File: config.mk
export PLATFORM = sky130hd
export DESIGN_NAME = led_sweeper
export DESIGN_NICKNAME = d
export VERILOG_FILES = /design/src/rtl/led_sweeper.sv
export SDC_FILE = /design/constraint.sdc
export NUM_CORES = 1
export LEC_CHECK = 0
export BUFFER_PORTS_ARGS = -buffer_cell sky130_fd_sc_hd__buf_4
export CAP_MARGIN = 20
export CORE_MARGIN = 4
export CORE_UTILIZATION = 25
export DETAILED_ROUTE_END_ITERATION = 16
export PLACE_DENSITY_LB_ADDON = 0.08
export SLEW_MARGIN = 20
export SYNTH_ARGS = -nofsm -noshare
export SYNTH_HDL_FRONTEND = slang
export SYNTH_SLANG_ARGS = --single-unit
File: constraint.sdc
create_clock -name i_clk -period 3.5 [get_ports i_clk]
set_clock_uncertainty 0.05 [all_clocks]
set_input_delay 0.7 -clock i_clk [delete_from_list [all_inputs] [get_ports i_clk]]
set_output_delay 0.7 -clock i_clk [all_outputs]
set_load 0.02 [all_outputs]
File: src/rtl/led_sweeper.sv
// led_sweeper
//
// Moves a single lit LED across a WIDTH-bit output. The pattern can bounce
// between the ends, rotate toward the MSB, rotate toward the LSB, or hold.
// A prescaler sets how often a step happens. When i_en is low, all state is frozen.
//
// Mode table (i_mode value | meaning):
//   MODE_BOUNCE 00 | walk to one end, reverse, and never repeat an end position
//   MODE_ROL    01 | step toward MSB, WIDTH-1 wraps to 0
//   MODE_ROR    10 | step toward LSB, 0 wraps to WIDTH-1
//   MODE_HOLD   11 | ticks are consumed, position and direction are kept
//
// Ports:
//   i_clk    clock
//   i_reset  synchronous active-high reset
//   i_en     1 = prescaler runs and steps occur, 0 = freeze all state
//   i_mode   pattern mode (see table)
//   i_div    a step happens every i_div+1 enabled cycles
//   o_led    one-hot LED vector, registered
//   o_pos    index of the lit LED, registered
//   o_dir    0 = moving toward MSB, 1 = moving toward LSB, registered
//   o_wrap   one-cycle pulse after an end-of-sweep step, registered

module led_sweeper #(
    parameter int WIDTH = 8,
    parameter int DIV_W = 24,
    parameter int PW    = $clog2(WIDTH)
) (
    input  logic             i_clk,
    input  logic             i_reset,
    input  logic             i_en,
    input  logic [1:0]       i_mode,
    input  logic [DIV_W-1:0] i_div,
    output logic [WIDTH-1:0] o_led,
    output logic [PW-1:0]    o_pos,
    output logic             o_dir,
    output logic             o_wrap
);

    typedef enum logic [1:0] {
        MODE_BOUNCE = 2'b00,
        MODE_ROL    = 2'b01,
        MODE_ROR    = 2'b10,
        MODE_HOLD   = 2'b11
    } mode_e;

    localparam logic [PW-1:0] POS_MAX = PW'(WIDTH - 1);
    localparam logic [PW-1:0] POS_ONE = PW'(1);

    logic [DIV_W-1:0] cnt_q, cnt_d;
    logic [PW-1:0]    pos_q, pos_d;
    logic             dir_q, dir_d;
    logic             wrap_q, wrap_d;
    logic [WIDTH-1:0] led_q, led_d;
    logic             tick;
    logic             move_up;
    mode_e            mode;

    assign mode = mode_e'(i_mode);

    // Using >= means that if i_div is lowered below the running count,
    // the next enabled cycle ticks. The prescaler does not wait for a wrap.
    assign tick = i_en && (cnt_q >= i_div);

    always_comb begin
        cnt_d   = cnt_q;
        pos_d   = pos_q;
        dir_d   = dir_q;
        wrap_d  = 1'b0;
        move_up = 1'b0;

        if (tick) begin
            cnt_d = '0;
        end else if (i_en) begin
            cnt_d = cnt_q + 1'b1;
        end

        if (tick) begin
            case (mode)
                MODE_BOUNCE: begin
                    // If dir points outward at an end, the move reverses here.
                    move_up = (!dir_q && (pos_q != POS_MAX)) || (dir_q && (pos_q == '0));
                    pos_d   = move_up ? (pos_q + POS_ONE) : (pos_q - POS_ONE);
                    if (pos_d == POS_MAX) begin
                        dir_d = 1'b1;
                    end else if (pos_d == '0) begin
                        dir_d = 1'b0;
                    end else begin
                        dir_d = !move_up;
                    end
                    wrap_d = (pos_d == POS_MAX) || (pos_d == '0);
                end
                MODE_ROL: begin
                    pos_d  = (pos_q == POS_MAX) ? '0 : (pos_q + POS_ONE);
                    dir_d  = 1'b0;
                    wrap_d = (pos_q == POS_MAX);
                end
                MODE_ROR: begin
                    pos_d  = (pos_q == '0) ? POS_MAX : (pos_q - POS_ONE);
                    dir_d  = 1'b1;
                    wrap_d = (pos_q == '0);
                end
                default: begin
                end
            endcase
        end

        led_d = WIDTH'(1) << pos_d;
    end

    always_ff @(posedge i_clk) begin
        if (i_reset) begin
            cnt_q  <= '0;
            pos_q  <= '0;
            dir_q  <= 1'b0;
            wrap_q <= 1'b0;
            led_q  <= WIDTH'(1);
        end else begin
            cnt_q  <= cnt_d;
            pos_q  <= pos_d;
            dir_q  <= dir_d;
            wrap_q <= wrap_d;
            led_q  <= led_d;
        end
    end

    assign o_led  = led_q;
    assign o_pos  = pos_q;
    assign o_dir  = dir_q;
    assign o_wrap = wrap_q;

endmodule

==> results of run 1 <==
-- state kept, by name, indices dropped and copies added (netlist names) --
signal and flops:
cnt_q 24, o_dir 1, o_led 8, o_pos 3, o_wrap 1
-- worst max-delay path by stage --
stage               endpoint      start  slack (ns)  cells past startpoint
floorplan           o_pos[2]  i_div[23]        0.85                      9
global placement       o_dir   i_div[2]        0.62                      9
detailed placement     o_dir   i_div[2]        0.61                      9
CTS                    o_dir   i_div[2]        0.91                      9
global route        o_led[5]   o_pos[0]        0.76                      8
finish                 o_dir   i_div[2]        0.92                      9
-- layer usage --
layer	global-route usage (%)	part of all wire, %
met5	0	0
met4	2.920	1.0
met3	1.848	2.7
met2	18.05	48
met1	14.87	49
-- cell usage after synthesis (all sizes together), types with 3 or more instances --
cell type,instances,area share (%)
o211ai,4,1.1
nor3,23,4.3
nand4,13,3.3
mux2i,10,3.7
nand2,24,3.4
dfxtp,37,28
nor2,21,2.9
ha,33,15
and4,3,0.98
a21oi,15,2.8
a22oi,3,1.0
xnor2,9,2.9
nand3b,3,0.84
inv,35,4.9
a21boi,3,1.3
xor2,12,3.9
and3,3,0.89
and2,3,0.70
clkbuf,4,0.56
nand3,13,2.4
o21ai,6,1.5
nor2b,7,1.6
buf,5,1.2
nand2b,9,2.1
-- stage by stage --
stage	power (W)	instance area (sq um)
2_1_floorplan	0.0004881	2681
3_3_place_gp	0.0005269	3128
3_5_place_dp	0.0005276	3128
4_1_cts	0.0009832	3262
5_1_grt	0.001011	3262
6_report	0.0009658	3262
-- worst register-to-register path: stages (launching register included) --
cell and delay [ns]:
dfxtp_1 0.44, ha_1 0.26, ha_1 0.20, or2_2 0.32
a21bo_2 0.22, a41oi_1 0.56, nor2_1 0.13, a21oi_1 0.17
mux2i_1 0.09
-- layout make-up --
type / count / area share [%]
Inverter: 35 / 4.028
Multi-Input combinational cell: 239 / 54.05
Clock buffer: 5 / 2.110
Sequential cell: 37 / 22.71
Clock inverter: 3 / 1.995
Tap cell: 136 / 5.217
Timing Repair Buffer: 43 / 9.896
-- power by group through the flow --
stage | registers, W | clock network [W] | logic, W
CTS | 0.000425 | 0.000465 | 0.0000937
finish | 0.000425 | 0.000449 | 0.0000916
floorplan | 0.000434 | 0 | 0.0000540
global route | 0.000425 | 0.000479 | 0.000107
detailed placement | 0.000435 | 0 | 0.0000929
global placement | 0.000435 | 0 | 0.0000921
-- placed cells by master, fill, tap and decap left out, types with 2 or more instances in the layout --
cell type   n
a21oi_1    15
a22oi_1     2
a311oi_1    2
a31oi_1     2
and2_1      3
and3_1      2
and4_1      3
buf_4      43
bufinv_16   2
clkbuf_8    5
dfxtp_1    37
ha_1       33
inv_1      35
mux2i_1    10
nand2_1    24
nand2b_1    9
nand3_1    13
nand3b_1    3
nand4_1    12
nor2_1     21
nor2b_1     7
nor3_1     23
o211ai_1    4
o21ai_0     5
o31ai_1     2
or2_2       2
or3_1       2
xnor2_1     9
xor2_1     12
-- cell families (layout without fill, tap and decap cells) --
| family | after synthesis | in the layout |
|---|---|---|
| AND/OR/NAND/NOR | 128 | 128 |
| AO/OA/AOI/OAI | 44 | 44 |
| buffers and inverters | 44 | 86 |
| flip-flops | 37 | 37 |
| adder cells (fa/ha/maj) | 33 | 33 |
| XOR/XNOR | 21 | 21 |
| multiplexers | 13 | 13 |
==> results.yml, run 1 <==
clocking:
  cts_root_buffer: "clkbuf_8"
  postCtsHoldBufs: 0
  clkLatencyLatePin_ns: 0.29
  cts_max_level: 2
  clockBufferDepth: 2
  clk_pin_slew_worst_paths_ns: 0.08
  cts_setup_buffers: 0
  cts_buffers: 5
  cts_tree: "done"
  ctsResizeCount: 0
  clkSinkCount: 37
synth:
  synth.distinct_cells: 48
  yosys_warnings: 0
  netlist_instances: 320
  netlist_area_sq_mm: 0.002681
  synth_xor_area_share_pct: 6.860
  async_reset_ff_share_pct: 0
  synthMuxAreaShare_pct: 5.553
  synth_seq_cells: 37
  synth_top_family_by_area: "simple AND/OR/NAND/NOR gates"
  synthAdderAreaFrac_pct: 15.40
  synth-simple-area-share_pct: 25.62
  synth_top_flop_cell: "dfxtp_1"
  synth_compound_area_share_pct: 12.32
  ys_seq_area_share_pct: 27.62
  synth_enable_flop_cells: 0
  synth.avg_cell_area_sq_um: 8.379
  syn-num-nets: 382
global_route:
  antenna_found_initial: 0
  grt_pass1_wl_um: 11230
  first_global_vias: 2247
  grt.overflow.total: 0
  grt.total_usage_pct: 10.96
  grt_max_degree: 38
sta:
  rsz0062_at_grt: "false"
  max_freq_ghz: 0.3881
  slew_viol_final: 0
  fin_crit_ns: 2.577
  tns_ns: 0
  hold_viol_final: 0
  fin_crit_sh_pct: 73.62
  worst_slack_ns: 0.9232
  setup_viol: 0
  holdWs_ns: 0.4758
  relSlewSlack_pct: 55.58
  worstMarginPinSlew_ns: 0.6576
pwr:
  p_leak_nw: 1.437
  power_density_mw_per_mm2: 296.1
  intPower_w: 0.0007503
  sequentialPowerShare_pct: 44.0
  power_frac_comb_pct: 9.5
  ir_drop_mv: 0.1608
  p_clk_share_pct: 46.5
  swShare_pct: 22.32
  p_sw_w: 0.0002155
critical_path:
  r2r_setup_slack_ns: 0.95
  crit_chain: "buf_4, inv_1, ha_1, and3_1, o21ai_0, a31oi_1, o311a_1, o21ai_4, mux2_1"
  crit_family: "compound AO/OA/AOI/OAI gates"
  required_ns: 3.64
  start_kind: "input pin"
  cpMaxStageDelayCell: "o311a_1"
  path_class: "in -> reg"
  worstPathMaxFanout: 8
  crit_arrival_ns: 2.71
  cp_slowest_stage_delay_ns: 0.42
  rr_endpoint: "o_led[0]"
  reg2reg_depth: 8
  crit_buf_inv: 2
  endpoint_kind: "flip-flop"
  regToRegStartpoint: "o_pos[0]"
die:
  start_util_pct: 25.86
  die_y_um: 111.6
  std_cell_rows: 37
  die-area_sq_mm: 0.01245
  io_pins: 42
  die_w_um: 111.6
  coreArea_sq_mm: 0.01037
drt:
  wl_per_cell_um: 13.39
  viasPerCell: 4.592
  first_pass_iters: 4
  drc_errors: 0
  ant_nets: 0
  wl_um: 6667
  drt_iter0_markers: 89
  route.vias.total: 2287
hold_path:
  hold_path_end: "cnt_q[0]"
  hold_path_startpoint: "cnt_q[0]"
  hold_class: "reg -> reg"
  worstHoldPathCells: 2
final_layout:
  syn2layout_area_growth_pct: 21.65
  multi_input_area_sq_mm: 0.001763
  utilization_pct: 31.46
  drive_above_1_share_pct: 17.68
  fillers: 1141
  regArea_sq_um: 740.7
  instances_no_fill: 498
  diodes: 0
  final_nets: 423
status:
  status: "finished, final reports clean"
place:
  dpl.cell_count: 490
  port_buffers: 41
  dpl.hpwl_um: 5154
  gp_congestion: 0.7540
  place_ws_ns: 0.6063
job:
  maxCapViolations: 0
Note: power is estimated with default switching activity, not from simulation.
==> run 2, diff against run 1 <==
==> constraint.sdc (replaced) <==
create_clock -name i_clk -period 2.3 [get_ports i_clk]
set_clock_uncertainty 0.05 [all_clocks]
set_input_delay 0.46 -clock i_clk [delete_from_list [all_inputs] [get_ports i_clk]]
set_output_delay 0.46 -clock i_clk [all_outputs]
set_load 0.02 [all_outputs]
==> run 2 against run 1 <==
  * Sequential cell count is the same
  * Non-clock buffer count grew 34
  * Critical endpoint is now o_pos[2]
  * Highest routed layer unchanged
  * Combinational power grew 89%
  * Largest power group is now sequential cells
==> results.yml, run 2 (synthesized netlist as in run 1, its figures left out) <==
sta:
  fin_crit_sh_pct: 95.37
  relSlewSlack_pct: 59.70
  hold_viol_final: 0
  max_freq_ghz: 0.4559
  fin_crit_ns: 2.194
  worstMarginPinSlew_ns: 0.5991
  setup_viol: 0
  slew_viol_final: 0
final_layout:
  fillers: 1123
  regMostFlops: "cnt_q"
  regArea_sq_um: 743.2
  multi_input_area_sq_mm: 0.001881
  syn2layout_area_growth_pct: 36.35
  drive_above_1_share_pct: 30.30
  final_nets: 457
  layout_commonest_cell: "buf_4"
  largest_reg_flops: 24
  layout_common_cells: "buf_4 (74), dfxtp_1 (35), inv_1 (28)"
  final_cell_area_sq_mm: 0.003656
  diodes: 0
clocking:
  clkSinkCount: 37
  postCtsHoldBufs: 0
  cts_root_buffer: "clkbuf_8"
  clkLatencyLatePin_ns: 0.29
  clockBufferDepth: 2
  cts_buffers: 5
  clk_pin_slew_worst_paths_ns: 0.08
  cts_tree: "done"
  cts_max_level: 2
place:
  dpl.hpwl_um: 5405
  port_buffers: 41
  place_area_sq_mm: 0.003498
  gp_congestion: 0.8034
pwr:
  p_sw_w: 0.0003292
  ir_drop_mv: 0.1987
  sequentialPowerShare_pct: 48.5
  power_frac_comb_pct: 13.0
  intPower_w: 0.001002
  swShare_pct: 24.73
  power_density_mw_per_mm2: 364.1
  total_power_w: 0.001331
  p_clk_share_pct: 38.5
  p_leak_nw: 1.596
drt:
  ant_nets: 0
  viasPerCell: 4.498
  wl_met1_um: 3411
  first_pass_iters: 4
  wl_per_cell_um: 13.11
  met3_length_um: 175
  route.vias.total: 2393
  wl_um: 6977
  highest_layer: "met4"
  wl_met2_um: 3326
  drc_errors: 0
  drt_iter0_markers: 84
die:
  coreArea_sq_mm: 0.01037
  die-area_sq_mm: 0.01245
  die_y_um: 111.6
  std_cell_rows: 37
  io_pins: 42
  start_util_pct: 25.86
  die_w_um: 111.6
critical_path:
  path_class: "reg -> reg"
  worstPathMaxFanout: 7
  start_kind: "flip-flop"
  crit_arrival_ns: 2.32
  required_ns: 2.43
  endpoint_kind: "flip-flop"
global_route:
  antenna_found_initial: 0
  grt_pass1_wl_um: 11950
  grt.total_usage_pct: 11.57
  grt.overflow.total: 0
  first_global_vias: 2417
  grt_max_degree: 38
hold_path:
  hold_class: "in -> reg"
status:
  status: "finished, final reports clean"
job:
  maxCapViolations: 0
run 2: cell count changes in the layout (fill, tap and decap cells not counted), sizes merged:
cell    previous run  this run
bufinv             2         0
buf               43        77
clkbuf             5         7
run 2: worst max-delay path: stages, from the launching register on:
cell and delay (ns):
dfxtp_1 0.35, buf_4 0.16, inv_2 0.07, ha_2 0.19, nand3b_1 0.18, a21bo_2 0.19, nand2b_1 0.09, a22oi_1 0.46
nor2_1 0.08, mux2_4 0.27
run 2: what timing repair did:
item / in CTS / in global routing
endpoints found under the hold margin: 0 / 0
setup buffers: 0 / 4
setup endpoints to repair: 0 / 28
gates resized for setup: 0 / 9
run 2: layout make-up:
class | count | share of cell area, %
well taps | 136 | 4.654
flip-flops and latches | 37 | 20.33
inverters | 35 | 4.209
repair buffers | 77 | 16.60
multi-input cells | 239 | 51.44
clock inverters | 1 | 0.1369
clock buffers | 7 | 2.635
run 2: metal layers:
metal  up-vias  global-route usage [%]
met5         -                       0
met4         0                   2.920
met3         4                   1.739
met2        28                   19.70
met1      1094                   15.34
li1       1267                       -
run 2: metrics by stage:
stage          setup WS [ns]  setup TNS (ns)  std cells  hold WS (ns)  utilization [%]
6_report              0.1065               0        532        0.4364            35.26
5_1_grt            -0.002677       -0.002677        532        0.4612            35.26
4_1_cts              0.05751               0        528        0.4324            34.71
3_5_place_dp         -0.1420          -3.669        520        0.4751            33.74
3_3_place_gp         -0.1115          -3.036        520        0.4744            33.74
2_1_floorplan       -0.02751        -0.03596        320        0.4294                -
run 2: worst paths after layout:
| kind | start | endpoint | slack (ns) | cells past startpoint |
|---|---|---|---|---|
| setup / recovery | o_pos[1] | o_pos[2] | 0.11 | 9 |
| hold / removal | i_en | cnt_q[0] | 0.44 | 3 |
| setup reg to reg | o_pos[1] | o_pos[2] | 0.11 | 9 |
| hold reg to reg | cnt_q[4] | cnt_q[4] | 0.48 | 2 |
run 2: power groups by stage:
stage,registers (W),logic [W],clock network [W]
final,0.000645,0.000173,0.000513
after global routing,0.000646,0.000197,0.000566
after CTS,0.000645,0.000172,0.000534
after detailed placement,0.000660,0.000171,0
after global placement,0.000661,0.000170,0
after floorplan,0.000661,0.0000914,0
